==> src/rtl/alu_req_arbiter.sv <==
// alu_req_arbiter: shares one ALU between NUM_REQ requesters, round-robin, fixed ALU_LAT.
// Build option `ALU_ARB_PRIO_EN gives requester 0 fixed top priority over the rotation.
//
// state | meaning
// IDLE  | arbitrate, raise req_ready for the winner, latch its operation
// ISSUE | present latched operation to the ALU with alu_inp_valid
// WAIT  | hold operands, count ALU_LAT down, capture result at terminal count
// RESP  | pulse rsp_valid to the granted requester, advance last_grant
module alu_req_arbiter #(
  parameter int NUM_REQ = 4,
  parameter int WIDTH   = 8,
  parameter int CMD_W   = 4,
  parameter int ALU_LAT = 2
) (
  input  logic                     clk,
  input  logic                     rst_n,
  input  logic [NUM_REQ-1:0]       req_valid,
  output logic [NUM_REQ-1:0]       req_ready,
  input  logic [2*NUM_REQ-1:0]     req_inp_valid,
  input  logic [NUM_REQ-1:0]       req_mode,
  input  logic [CMD_W*NUM_REQ-1:0] req_cmd,
  input  logic [NUM_REQ-1:0]       req_cin,
  input  logic [WIDTH*NUM_REQ-1:0] req_opa,
  input  logic [WIDTH*NUM_REQ-1:0] req_opb,
  output logic                     alu_ce,
  output logic [1:0]               alu_inp_valid,
  output logic                     alu_mode,
  output logic [CMD_W-1:0]         alu_cmd,
  output logic                     alu_cin,
  output logic [WIDTH-1:0]         alu_opa,
  output logic [WIDTH-1:0]         alu_opb,
  input  logic [2*WIDTH-1:0]       alu_res,
  input  logic [5:0]               alu_flags,
  output logic [NUM_REQ-1:0]       rsp_valid,
  output logic [2*WIDTH-1:0]       rsp_res,
  output logic [5:0]               rsp_flags,
  output logic                     busy
);
  localparam int IDX_W = $clog2(NUM_REQ);
  localparam int CNT_W = 4;

  typedef enum logic [1:0] {S_IDLE, S_ISSUE, S_WAIT, S_RESP} state_t;

  state_t            state, state_nxt;
  logic [IDX_W-1:0]  last_grant, grant, grant_lat;
  logic              grant_vld;
  logic [CNT_W-1:0]  cnt;
  logic [1:0]        lat_iv;
  logic              lat_mode, lat_cin;
  logic [CMD_W-1:0]  lat_cmd;
  logic [WIDTH-1:0]  lat_opa, lat_opb;

  // Scan downward so the closest requester after last_grant is assigned last and wins.
  always_comb begin
    logic [IDX_W-1:0] idx;
    grant     = last_grant;
    grant_vld = 1'b0;
    idx       = '0;
    for (int k = NUM_REQ; k >= 1; k--) begin
      idx = IDX_W'((int'(last_grant) + k) % NUM_REQ);
      if (req_valid[idx]) begin
        grant     = idx;
        grant_vld = 1'b1;
      end
    end
`ifdef ALU_ARB_PRIO_EN
    if (req_valid[0]) begin
      grant     = '0;
      grant_vld = 1'b1;
    end
`else
    grant_vld = grant_vld | 1'b0;
`endif
  end

  always_comb begin
    state_nxt = state;
    case (state)
      S_IDLE:  if (grant_vld) state_nxt = S_ISSUE;
      S_ISSUE: state_nxt = S_WAIT;
      S_WAIT:  if (cnt == CNT_W'(1)) state_nxt = S_RESP;
      S_RESP:  state_nxt = S_IDLE;
      default: state_nxt = S_IDLE;
    endcase
  end

  always_ff @(posedge clk or negedge rst_n) begin
    if (!rst_n) begin
      state      <= S_IDLE;
      last_grant <= IDX_W'(NUM_REQ - 1);
      grant_lat  <= '0;
      cnt        <= '0;
      lat_iv     <= '0;
      lat_mode   <= 1'b0;
      lat_cin    <= 1'b0;
      lat_cmd    <= '0;
      lat_opa    <= '0;
      lat_opb    <= '0;
      rsp_res    <= '0;
      rsp_flags  <= '0;
    end else begin
      state <= state_nxt;
      case (state)
        S_IDLE: begin
          if (grant_vld) begin
            grant_lat <= grant;
            lat_iv    <= req_inp_valid[int'(grant)*2 +: 2];
            lat_mode  <= req_mode[grant];
            lat_cin   <= req_cin[grant];
            lat_cmd   <= req_cmd[int'(grant)*CMD_W +: CMD_W];
            lat_opa   <= req_opa[int'(grant)*WIDTH +: WIDTH];
            lat_opb   <= req_opb[int'(grant)*WIDTH +: WIDTH];
          end
        end
        S_ISSUE: cnt <= CNT_W'(ALU_LAT);
        S_WAIT: begin
          cnt <= cnt - CNT_W'(1);
          if (cnt == CNT_W'(1)) begin
            rsp_res   <= alu_res;
            rsp_flags <= alu_flags;
          end
        end
        S_RESP: begin
`ifdef ALU_ARB_PRIO_EN
          // Priority grants to requester 0 leave the rotation among the others untouched.
          if (grant_lat != '0) last_grant <= grant_lat;
`else
          last_grant <= grant_lat;
`endif
        end
        default: ;
      endcase
    end
  end

  // rst_n gating keeps req_ready low while reset holds the FSM in IDLE.
  assign req_ready     = (state == S_IDLE && grant_vld && rst_n) ? (NUM_REQ'(1) << grant) : '0;
  assign rsp_valid     = (state == S_RESP) ? (NUM_REQ'(1) << grant_lat) : '0;
  assign busy          = (state != S_IDLE);
  assign alu_ce        = (state == S_ISSUE) || (state == S_WAIT);
  assign alu_inp_valid = (state == S_ISSUE) ? lat_iv : 2'b00;
  assign alu_mode      = lat_mode;
  assign alu_cmd       = lat_cmd;
  assign alu_cin       = lat_cin;
  assign alu_opa       = lat_opa;
  assign alu_opb       = lat_opb;

endmodule
==> config.mk <==
export PLATFORM = sky130hd
export DESIGN_NAME = alu_req_arbiter
export DESIGN_NICKNAME = d
export VERILOG_FILES = /design/src/rtl/alu_req_arbiter.sv
export SDC_FILE = /design/constraint.sdc
export NUM_CORES = 1
export LEC_CHECK = 0
export ABC_AREA = 1
export CAP_MARGIN = 25
export CORE_ASPECT_RATIO = 0.7
export CORE_UTILIZATION = 38
export DETAILED_ROUTE_END_ITERATION = 16
export PLACE_DENSITY = 0.73
export SETUP_SLACK_MARGIN = 0.2
export SLEW_MARGIN = 0
export SYNTH_ARGS = -nofsm -noshare
export SYNTH_HDL_FRONTEND = slang
export SYNTH_SLANG_ARGS = --single-unit
==> constraint.sdc <==
create_clock -name clk -period 3.1 [get_ports clk]
set_input_delay 0.465 -clock clk [delete_from_list [all_inputs] [get_ports clk]]
set_output_delay 0.465 -clock clk [all_outputs]
set_load 0.1 [all_outputs]
# ---- Word-level counts from Yosys, hierarchy flattened
# Index checks and enable logic that the tools add are counted.
dict set report classes {
  muxes 27
  add_sub_neg 5
  magnitude_cmp 5
  eq_ne 6
  n_reduce_logical 9
  n_shift 6
}
# cell count
set ops {}
lappend ops {{32-bit by 6-bit variable part select with 8-bit output} 2}
lappend ops {{16-bit by 5-bit variable part select with 4-bit output} 1}
lappend ops {{2-bit by 3-bit less-than comparator with 1-bit output, second input constant} 5}
lappend ops {{2-bit 2-to-1 mux} 7}
lappend ops {{1-bit binary-select mux with 2-bit select} 6}
lappend ops {{1-bit 2-to-1 mux} 10}
lappend ops {{4-bit 2-to-1 mux} 2}
lappend ops {{2-bit case mux with 4 select lines} 1}
lappend ops {{4-bit case mux with 2 select lines} 1}
lappend ops {{8-bit by 4-bit variable part select with 2-bit output} 1}
lappend ops {{1-bit by 2-bit left shift with 4-bit output, first input constant} 2}
lappend ops {{2-bit AND reduction} 3}
lappend ops {{2-bit by 1-bit adder with 2-bit output, second input constant} 2}
lappend ops {{2-bit adder, second input constant} 2}
lappend ops {{2-bit == test, second input constant} 2}
lappend ops {{4-bit by 1-bit == test with 1-bit output, second input constant} 1}
lappend ops {{2-bit != test, second input constant} 2}
lappend ops {{2-bit nonzero test} 2}
lappend ops {{4-bit by 1-bit subtractor with 4-bit output, second input constant} 1}
lappend ops {{2-bit by 1-bit == test with 1-bit output, second input constant} 1}
lappend ops {{1-bit logical AND} 2}
lappend ops {{2-bit logical NOT} 1}
lappend ops {{1-bit logical OR} 1}
dict set report word_totals {
  reg_bits 56
  output_inout_bits 56
  inputBits 124
}

# ---- Depth between registers and ports, before layout
dict set report logic_depth {
  depth_word 10
  ltp_mapped 17
}

# ---- Worst setup path before layout
# OpenSTA, ideal clock, no wires.
dict set report synth_timing {
  path_kind {flip-flop to output port}
  start {reg state[0]}
  end {out req_ready[0]}
  required_time_ps 2635
  path_stages_with_launch 7
  t_arrival_ps 3645
  path_slack_ps -1010
  cell_sequence {dfrtp_1 > inv_1 > ha_1 > inv_1 > nor2_2 > nand2_1 > nor3_1}
}
dict set report synth_via {
  elab_chain_cells 4
}
# element line
set synth_rtl {}
lappend synth_rtl {{start: declaration} 44} ;# state_t state, state_nxt;
lappend synth_rtl {{start signal: assignment} 102} ;# state <= state_nxt;
lappend synth_rtl {{2-bit logical NOT} 137} ;# assign req_ready = (state == S_IDLE && grant_vld && rst_n) ? (NUM_REQ'(1) << grant) : '0;
lappend synth_rtl {{1-bit logical AND (2 in a row)} 137}
lappend synth_rtl {{4-bit 2-to-1 mux} 137}
lappend synth_rtl {{end: declaration} 18} ;# output logic [NUM_REQ-1:0] req_ready,
# No other way between the ends.

# ---- Worst setup path after layout
dict set report layout_timing {
  start {reg last_grant[0]}
  end {out req_ready[2]}
}
dict set report layout_via {
  elab_chain_cells 10
}
# element line
set layout_rtl {}
lappend layout_rtl {{start: declaration} 45} ;# logic [IDX_W-1:0] last_grant, grant, grant_lat;
lappend layout_rtl {{start signal: assignment} 90} ;# last_grant <= IDX_W'(NUM_REQ - 1);
lappend layout_rtl {{start signal: assignment} 128} ;# last_grant <= grant_lat;
lappend layout_rtl {{2-bit by 1-bit adder with 2-bit output} 60} ;# idx = IDX_W'((int'(last_grant) + k) % NUM_REQ);
lappend layout_rtl {{1-bit binary-select mux with 2-bit select} 61} ;# if (req_valid[idx]) begin
lappend layout_rtl {{1-bit 2-to-1 mux (implied by the code)} 61}
lappend layout_rtl {{1-bit 2-to-1 mux (4 in a row)} 61}
lappend layout_rtl {{1-bit logical AND (2 in a row)} 137}
lappend layout_rtl {{4-bit 2-to-1 mux (*)} 137}
# Mark *: on every way between the ends. The rest lies on a longest branch, timed or not. The select of a mux whose other input is x is not followed.

==> out/results.txt <==
Status: finished clean
CTS HTree Levels: 2
Num Clock Sinks: 56
Gp weighted congestion: 0.798
Core outline area: 9290 um2
Worst R2R Start: last_grant[0]$_DFFE_PN1P_
DRT Pass-1 Iters: 4
Final Worst Setup Slack: 0.356 ns
Syn_area_per_cell: 7.43 um2
Register bit total from synthesis: 56
GRT Total Usage: 22.5%
Post-Syn Area: 3720 um2
# nets final: 803
CTS clk-pin slew, worst paths: 0.07 ns
Worst Path Max Fanout: 7
Global-route wire length before repair: 18300 um
Post-synthesis cell type count: 33
Largest net degree at the start of global routing: 57
Min Tclk post-route: 2.74 ns
Max Freq: 364 MHz
Io pins: 180
Hold Path Class: input pin to asynchronous set/reset pin
Initial Util: 40.0%
Final setup violation count: 0
Syn Nets: 631
Vias per cell: 4.73
FILL cells: 844
Startpoint Class: flip-flop
Row count: 29
DRC: 0
Part of the cycle the worst path needs: 88.5%
Unrepaired setup endpoints after global routing: false
ANT nets after route: 0
Most common cell type on the critical path: nand2_2
Worst-Margin Slew: 0.709 ns
Setup_tns: 0 ns
Clock Path Buffers: 2
Area grow syn2layout: 52.6%
GRT overflow: 0
YS warnings: 0
DR iter-0 viols: 106
DP Wirelength: 8600 um
Setup crit start: last_grant[0]$_DFFE_PN1P_
Root Buffer Master: clkbuf_16
# diodes: 0
Post-DR wirelength/cell: 14.2 um
Vias: 3766
CTS hold repair buffers: 0
Share of cells above drive strength 1: 22.1%
Worst-Skew Late Latency: 0.29 ns
Crit end category: primary output
Critical path's largest stage delay: 0.60 ns
Antenna violations before repair: 0
Arrival @ worst endpoint: 2.28 ns
Sequential area share after synthesis: 37.8%
CTS tree: yes
CP Class: flip-flop to primary output
Crit path cell chain: buf_4, inv_6, nand2_1, nand2_2, nand2_1, nand2_2, nand2_2, nand3_4, nand2_4, inv_1, nor3_4, buf_12
Final Hold Viols: 0
Worst Clk Skew: 0.00566 ns
Maxcap violations: 0
Chip height: 84.8 um
Total wire length: 11300 um
Final Max Slew Viols: 0
Die Area: 10200 um2
Die X: 120 um
Crit-path slowest cell: dfstp_2
Port Buffers: 179
R2r setup slk: 0.64 ns
Slew HR: 52.7%
Worst Path Required: 2.63 ns
CTS buffer count: 5
Mapped Cells: 500
Post-place setup slack: 0.320 ns
Vias in the first global route: 3644
## synthesized netlist by cell type
master / number / share of area (%)
nand2_1: 269 / 27
dfrtp_1: 54 / 36
nand3_1: 33 / 4.4
mux2_2: 22 / 6.7
nand3_2: 20 / 5.4
inv_1: 15 / 1.5
buf_2: 10 / 1.3
nor2_1: 10 / 1.0
ha_1: 7 / 2.4
o21ai_0: 7 / 0.94
buf_4: 6 / 1.2
nand2_2: 6 / 1.0
buf_6: 5 / 1.5
inv_2: 4 / 0.40
nand2_4: 4 / 1.2
nor3_1: 4 / 0.54
a31oi_1: 2 / 0.34
and2_1: 2 / 0.34
buf_1: 2 / 0.20
buf_12: 2 / 1.1
dfstp_2: 2 / 1.4
nor3b_1: 2 / 0.40
o21ai_1: 2 / 0.27
a21boi_1: 1 / 0.20
a21oi_1: 1 / 0.13
buf_8: 1 / 0.40
clkbuf_1: 1 / 0.10
inv_6: 1 / 0.24
nand3_4: 1 / 0.47
nand4_1: 1 / 0.17
nor2_2: 1 / 0.17
nor4_4: 1 / 0.57
o21ai_4: 1 / 0.44
## registers in the layout, indices dropped and copies added (netlist names)
register    flops
alu_opb         8
cnt             4
alu_cin         1
rsp_res        16
rsp_flags       6
state           2
alu_cmd         4
last_grant      2
lat_iv          2
alu_mode        1
grant_lat       2
alu_opa         8
## cells in the final DEF (no fill, tap or decap), types with 2 or more instances in the layout
cell type	netlist	final
clkdlybuf4s50_1	0	122
a31oi_1	2	2
nand3_2	20	20
buf_2	10	2
inv_2	4	4
inv_6	1	3
and2_1	2	2
inv_1	15	13
nand3_1	33	33
nand2_2	6	6
nor2_1	10	10
buf_4	6	64
dfrtp_1	54	54
o21ai_1	2	2
ha_1	7	6
o21ai_0	7	7
nor3_4	0	4
clkbuf_16	0	5
buf_12	2	4
nand2_1	269	268
nand2_4	4	5
dfstp_2	2	2
nor3b_1	2	2
mux2_2	22	22
## worst max-delay path, delay by kind of cell, from the launching register on
| family | cells | cell delay, ns |
|---|---|---|
| AND/OR/NAND/NOR | 8 | 0.88 |
| buffers and inverters | 4 | 0.53 |
| flip-flops | 1 | 0.60 |
## metrics by stage
stage / area, um2 / cells / hold WS (ns) / util [%]
after global routing: 5670 / 797 / 0.484 / 61.1
final: 5670 / 797 / 0.421 / 61.1
after CTS: 5650 / 794 / 0.449 / 60.8
after global placement: 5500 / 786 / 0.465 / 59.2
after detailed placement: 5500 / 786 / 0.471 / 59.2
after floorplan: 3790 / 500 / 0.169 / -
## what timing repair did
action,4_1_cts,5_1_grt
setup endpoints to repair,0,3
resized for setup,0,2
hold endpoints to repair,0,0
buffers inserted,0,3
## final cells by class
cell class / instances / area (um2) / area share [%]
inverters: 20 / 86.3 / 1.52
repair buffers: 192 / 1790 / 31.6
flip-flops and latches: 56 / 1400 / 24.7
well taps: 124 / 155 / 2.73
clock inverters: 3 / 26.3 / 0.463
multi-input cells: 397 / 2090 / 36.8
clock buffers: 5 / 125 / 2.21
## routing by layer
layer	track usage, %	vias up	wire [um]
met3	5.37	2	686
met2	38.2	108	5170
met1	30.3	1744	5410
li1	-	1912	-
met4	1.68	0	20
met5	0	-	0
## path summary, 6_finish.rpt
path / cells after the start / end
setup / recovery: 12 / req_ready[2]
hold / removal: 2 / rsp_res[1]$_DFFE_PN0P_
setup reg to reg: 16 / alu_cmd[2]$_DFFE_PN0P_
hold reg to reg: 2 / alu_opa[0]$_DFFE_PN0P_
max in group asynchronous: 2 / alu_cmd[3]$_DFFE_PN0P_
min in group clk: 2 / alu_opa[0]$_DFFE_PN0P_
## logic make-up after synthesis
family	share of synthesized area (%)
and+or+nand+nor	42.9
muxes	6.66
buffers and inverters	8.01
DFF	37.8
adders and majority gates	2.36
AOI/OAI and AO/OA	2.32
Power is left out: the tool's default activity adds up to more than one toggle a clock period on the data nets, which glitch-free logic cannot reach.
